--- src/rtl/pwm_distance_pkg.sv ---
// Shared helpers for the multi-channel distance-to-PWM controller:
// counter width, slew-limited step and distance-to-duty mapping.
package pwm_distance_pkg;

  function automatic int unsigned cnt_width(
    input int unsigned period
  );
    return $clog2(period + 1);
  endfunction

  function automatic logic [31:0] sat_step(
    input logic [31:0] cur,
    input logic [31:0] tgt,
    input logic [31:0] step
  );
    logic [31:0] diff;
    if (step == 32'd0) return tgt;
    if (tgt >= cur) begin
      diff = tgt - cur;
      return (diff > step) ? cur + step : tgt;
    end
    diff = cur - tgt;
    return (diff > step) ? cur - step : tgt;
  endfunction

  function automatic logic [31:0] dist_to_duty(
    input logic [63:0] d,
    input logic [63:0] near,
    input logic [63:0] far,
    input int unsigned shift,
    input logic [31:0] period
  );
    logic [63:0] q;
    if (d <= near) return period;
    if (d >= far) return 32'd0;
    q = (far - d) >> shift;
    if (q > {32'd0, period}) return period;
    return q[31:0];
  endfunction

endpackage

--- src/rtl/pwm_distance_channel.sv ---
// One channel: target mapping, slew-limited duty, stale timeout
// and the registered PWM comparator against the shared counter.
module pwm_distance_channel
  import pwm_distance_pkg::*;
#(
  parameter int unsigned DIST_W          = 32,
  parameter int unsigned PERIOD          = 100,
  parameter int unsigned D_NEAR          = 200000,
  parameter int unsigned D_FAR           = 2000000,
  parameter int unsigned SHIFT           = 14,
  parameter int unsigned STEP            = 10,
  parameter int unsigned TIMEOUT_PERIODS = 8,
  parameter int unsigned CNT_W           = 7
) (
  input  logic              clk,
  input  logic              rst_n,
  input  logic [CNT_W-1:0]  cnt_i,
  input  logic              wrap_i,
  input  logic [DIST_W-1:0] distance_i,
  input  logic              valid_i,
  output logic              pwm_o,
  output logic [CNT_W-1:0]  duty_o,
  output logic              stale_o
);

  localparam int unsigned AGE_W = $clog2(TIMEOUT_PERIODS + 1);
  localparam logic [AGE_W-1:0] AGE_MAX = AGE_W'(TIMEOUT_PERIODS);

  logic [CNT_W-1:0] target_q, target_d;
  logic [CNT_W-1:0] duty_q, duty_d;
  logic [AGE_W-1:0] age_q, age_d;
  logic             stale_q, stale_d;
  logic             pwm_q, pwm_d;
  logic [31:0]      map_w;
  logic [31:0]      step_w;

  // Mapped duty of the incoming sample and the next slewed duty.
  always_comb begin
    map_w  = dist_to_duty(64'(distance_i), 64'(D_NEAR),
                          64'(D_FAR), SHIFT, PERIOD);
    step_w = sat_step(32'(duty_q), 32'(target_q), STEP);
  end

  // Next state: duty moves only at wrap; a fresh sample beats timeout.
  always_comb begin
    target_d = target_q;
    duty_d   = duty_q;
    age_d    = age_q;
    stale_d  = stale_q;
    pwm_d    = (cnt_i < duty_q);
    if (wrap_i) begin
      duty_d = step_w[CNT_W-1:0];
      if (age_q != AGE_MAX) age_d = age_q + AGE_W'(1);
    end
    if (valid_i) begin
      target_d = map_w[CNT_W-1:0];
      age_d    = '0;
      stale_d  = 1'b0;
    end else if (wrap_i && (age_d == AGE_MAX)) begin
      target_d = '0;
      stale_d  = 1'b1;
    end
  end

  // Channel state registers.
  always_ff @(posedge clk or negedge rst_n) begin
    if (!rst_n) begin
      target_q <= '0;
      duty_q   <= '0;
      age_q    <= '0;
      stale_q  <= 1'b1;
      pwm_q    <= 1'b0;
    end else begin
      target_q <= target_d;
      duty_q   <= duty_d;
      age_q    <= age_d;
      stale_q  <= stale_d;
      pwm_q    <= pwm_d;
    end
  end

  assign pwm_o   = pwm_q;
  assign duty_o  = duty_q;
  assign stale_o = stale_q;

endmodule

--- src/rtl/pwm_distance_multi.sv ---
// Multi-channel distance-to-PWM controller with one shared
// period counter feeding NUM_CH independent channels.
module pwm_distance_multi
  import pwm_distance_pkg::*;
#(
  parameter int unsigned NUM_CH          = 4,
  parameter int unsigned DIST_W          = 32,
  parameter int unsigned PERIOD          = 100,
  parameter int unsigned D_NEAR          = 200000,
  parameter int unsigned D_FAR           = 2000000,
  parameter int unsigned SHIFT           = 14,
  parameter int unsigned STEP            = 10,
  parameter int unsigned TIMEOUT_PERIODS = 8,
  localparam int unsigned CNT_W          = cnt_width(PERIOD)
) (
  input  logic                         clk,
  input  logic                         rst_n,
  input  logic [NUM_CH-1:0][DIST_W-1:0] distance,
  input  logic [NUM_CH-1:0]            distance_valid,
  output logic [NUM_CH-1:0]            pwm,
  output logic [NUM_CH-1:0][CNT_W-1:0] duty_cycle,
  output logic [NUM_CH-1:0]            stale,
  output logic                         period_start
);

  localparam logic [CNT_W-1:0] LAST = CNT_W'(PERIOD - 1);

  logic [CNT_W-1:0] cnt_q, cnt_d;
  logic             period_start_q, period_start_d;
  logic             wrap;

  // Shared period counter; period_start tracks cnt==0.
  always_comb begin
    wrap           = (cnt_q == LAST);
    cnt_d          = wrap ? '0 : cnt_q + CNT_W'(1);
    period_start_d = (cnt_d == '0);
  end

  // Counter and period_start registers.
  always_ff @(posedge clk or negedge rst_n) begin
    if (!rst_n) begin
      cnt_q          <= '0;
      period_start_q <= 1'b0;
    end else begin
      cnt_q          <= cnt_d;
      period_start_q <= period_start_d;
    end
  end

  assign period_start = period_start_q;

  for (genvar i = 0; i < NUM_CH; i++) begin : g_ch
    pwm_distance_channel #(
      .DIST_W          (DIST_W),
      .PERIOD          (PERIOD),
      .D_NEAR          (D_NEAR),
      .D_FAR           (D_FAR),
      .SHIFT           (SHIFT),
      .STEP            (STEP),
      .TIMEOUT_PERIODS (TIMEOUT_PERIODS),
      .CNT_W           (CNT_W)
    ) u_ch (
      .clk        (clk),
      .rst_n      (rst_n),
      .cnt_i      (cnt_q),
      .wrap_i     (wrap),
      .distance_i (distance[i]),
      .valid_i    (distance_valid[i]),
      .pwm_o      (pwm[i]),
      .duty_o     (duty_cycle[i]),
      .stale_o    (stale[i])
    );
  end

endmodule

--- config.mk ---
export PLATFORM = sky130hd
export DESIGN_NAME = pwm_distance_multi
export DESIGN_NICKNAME = d
export VERILOG_FILES = /design/src/rtl/pwm_distance_pkg.sv /design/src/rtl/pwm_distance_channel.sv /design/src/rtl/pwm_distance_multi.sv
export SDC_FILE = /design/constraint.sdc
export NUM_CORES = 1
export LEC_CHECK = 0
export CAP_MARGIN = 20
export CORE_MARGIN = 1
export CORE_UTILIZATION = 30
export DETAILED_ROUTE_END_ITERATION = 7
export DONT_BUFFER_PORTS = 1
export PLACE_DENSITY = 0.5
export SKIP_LAST_GASP = 1
export SLEW_MARGIN = 20
export SYNTH_ARGS = -nofsm -noshare
export SYNTH_HDL_FRONTEND = slang
export SYNTH_HIERARCHICAL = 1
export SYNTH_SLANG_ARGS = --single-unit
--- constraint.sdc ---
create_clock -name clk -period 2.5 [get_ports clk]
set_input_delay 0.5 -clock clk [delete_from_list [all_inputs] [get_ports clk]]
set_output_delay 0.5 -clock clk [all_outputs]
set_load 0.01 [all_outputs]
==> run metrics <==
status=finished with violations; failing checks=hold timing, setup timing; dpl hpwl=22.5 mm; clock sinks=88; Num CTS Buffers=9; vias in the first global route=9382; ANT nets after route=0; share of layout cells above drive strength 1=28.9%; syn nets=1417; top cells by area, synth=dfrtp_1 (22%), ha_1 (13%), inv_1 (4.2%), a21o_1 (4.0%), a21oi_1 (3.5%); r2r endpoint=g_ch[2].u_ch/duty_o[4]$_DFFE_PN0P_; Seq/Total Area, Yosys=22.7%; worst slew pin tran=0.514 ns; final WL=28.9 mm; non-filler cells, final=1822; Yosys top cell area share=21.6%; Fin Setup TNS=-6.26 ns; part of the cycle the worst path needs=113%; Synth-to-Final Area Change=31.3%; Reg2Reg Launch Point=g_ch[2].u_ch/duty_o[0]$_DFFE_PN0P_; R2R setup slack=-0.32 ns; Inst Count DP=1779; number of port buffers=0; drt first pass iters=5; Crit Path Class=reg -> reg; setup ws final=-0.321 ns; RSZ-0062 raised after global routing=yes; Die Wd=182 um; synth warn=6; GRT Resource Usage Total=17.3%; relative slew slack=65.7%; nets=1655; Core Footprint=0.0317 mm^2; final setup violating endpoints=28; Reg clk slew, reported paths=0.07 ns; I/O pins=171; Starting DRT DRC Count=465; Slew Limit Fails=0; pre-CTS setup slack=-0.354 ns; Initial Util=30.7%; Top FF cell, synth=dfrtp_1; Leak=5.68 nW; min Tclk post-route=2.82 ns; die area=0.0332 mm^2; clock buffer depth=2; largest net degree at the start of global routing=89; post-synthesis register bit count=88; Worst-Skew Late Latency=0.35 ns; first-pass GRT wire length=46.9 mm; Distinct cells, synth=68; routability cong.=0.923; dominant cell type by area after synthesis=dfrtp_1; via count=9577; fin util=40.3%; Max VDD drop=219 uV; DRC viols=0; Hold Path Class=in -> async; cells after synthesis=1177; Tot Pwr=0.00340 W; Fin. Hold Viols=84; Synth Cell Area=0.00974 mm^2; Rows=65; vias per cell=5.26; final-layout fill cell count=3230; antenna cell count=0; total congestion overflow=0; root buf cell=clkbuf_16; CTS H-tree lvls=3; max-cap violations=0; average size of a mapped cell=8.27 um^2; CP Data Arrival Time=3.08 ns; crit path max fanout=4; fraction of registers with async set/reset=100%; Highest Clock Rate=0.355 GHz; Post-synth EDFFs=0; Worst Skew=0.00929 ns; routed wire length per instance=15.8 um; R2R cell count=12; Worst EP required=2.76 ns; most frequent cell after synthesis=inv_1; Pwr Density=266 mW/mm^2; hold_ws=-0.150 ns; Die Ht=182 um; CTS tree=yes; crit path launch type=register; Post-synth top cells=inv_1 (109), ha_1 (98), nor2_1 (92), dfrtp_1 (84), nand2_1 (70); CP Capture Type=register; initial antenna violation count=0
[cells by family (layout without fill, tap and decap cells)]
group | count (synthesis) | after routing | synth area share [%]
XOR/XNOR | 60 | 60 | 5.40
multiplexers | 13 | 13 | 1.34
buffers and inverters | 149 | 392 | 6.48
flip-flops | 88 | 88 | 22.7
AND/OR/NAND/NOR | 372 | 372 | 20.9
AO/OA/AOI/OAI | 389 | 389 | 29.0
adder cells (fa/ha/maj) | 106 | 106 | 14.2
[timing repair]
| action | in CTS | in global routing |
|---|---|---|
| buffers inserted | 22 | 9 |
| pin swaps | 47 | 31 |
| hold endpoints to repair | 87 | 88 |
| gates resized for setup | 77 | 32 |
| setup endpoints to repair | 28 | 28 |
[metal layers]
metal | vias up | global-route usage [%] | part of all wire, %
li1 | 4832 | - | -
met1 | 4510 | 23.0 | 48
met2 | 203 | 28.8 | 46
met3 | 32 | 2.65 | 4.4
met4 | 0 | 5.08 | 1.9
met5 | - | 0 | 0
[stage by stage]
step                      hold slack (ns)  cell area, um^2
final                              -0.150            12800
after CTS                          -0.177            12600
after global placement              0.211            11900
after detailed placement            0.209            11900
after floorplan                     0.204             9760
after global routing               -0.181            12800
[power by group]
group	internal, W	switching, W	total, W
Sequential	0.00143	0.00000452	0.00143
Combinational	0.000334	0.000295	0.000629
Clock	0.000691	0.000643	0.00133
[cells in the final DEF (no fill, tap or decap), types with 10 or more instances in the layout]
master / instances
a21oi_1: 63
o21a_1: 12
nand3_1: 29
inv_1: 96
inv_2: 10
nand2_1: 67
nand4_1: 21
o21ai_2: 18
xor2_1: 28
a21oi_2: 10
xnor2_1: 32
a211oi_1: 12
a22o_1: 17
a221o_1: 16
nor2_1: 91
a31oi_1: 13
nor3b_1: 12
mux2i_1: 11
dfrtp_1: 80
a211o_1: 16
buf_4: 252
o21ai_0: 56
o22ai_1: 10
a21o_1: 52
nor4_1: 23
buf_6: 14
nor3_1: 31
nor2b_1: 20
ha_1: 88
[final cells by class]
class / count / area [um^2] / area share, %
well taps: 402 / 503 / 3.93
multi-input cells: 940 / 7300 / 57.1
flip-flops and latches: 88 / 2210 / 17.3
repair buffers: 267 / 2070 / 16.2
clock inverters: 6 / 53.8 / 0.421
inverters: 109 / 417 / 3.26
clock buffers: 10 / 229 / 1.79
[registers in the layout, indices dropped and copies added, names as in the netlist]
name and flops:
period_start 1, cnt_q 7, g_ch.u_ch/stale_o 4, g_ch.u_ch/target_q 28, g_ch.u_ch/age_q 16, g_ch.u_ch/pwm_o 4
g_ch.u_ch/duty_o 28
[critical path, stage by stage, from the launching register on]
cell and delay (ns):
dfrtp_1 0.41, buf_6 0.13, ha_4 0.15, inv_2 0.06, fa_2 0.43, a221o_1 0.32
a311o_1 0.27, a22o_1 0.24, buf_4 0.15, a2bb2o_4 0.21, buf_6 0.11, nand2_1 0.05
a32oi_1 0.21
[how the worst max path moves through the flow]
stage,from,end,slack (ns),depth (start not counted)
6_report,g_ch[2].u_ch/duty_o[0]$_DFFE_PN0P_,g_ch[2].u_ch/duty_o[4]$_DFFE_PN0P_,-0.32,12
5_1_grt,g_ch[1].u_ch/duty_o[0]$_DFFE_PN0P_,g_ch[1].u_ch/duty_o[6]$_DFFE_PN0P_,-0.44,11
4_1_cts,g_ch[0].u_ch/target_q[0]$_DFFE_PN0P_,g_ch[0].u_ch/duty_o[6]$_DFFE_PN0P_,-0.31,11
3_5_place_dp,g_ch[2].u_ch/duty_o[0]$_DFFE_PN0P_,g_ch[2].u_ch/duty_o[3]$_DFFE_PN0P_,-0.35,12
3_3_place_gp,g_ch[3].u_ch/duty_o[0]$_DFFE_PN0P_,g_ch[3].u_ch/duty_o[6]$_DFFE_PN0P_,-0.31,10
2_1_floorplan,g_ch[0].u_ch/target_q[0]$_DFFE_PN0P_,g_ch[0].u_ch/duty_o[6]$_DFFE_PN0P_,-0.16,11
(Power assumes the default switching activity.)
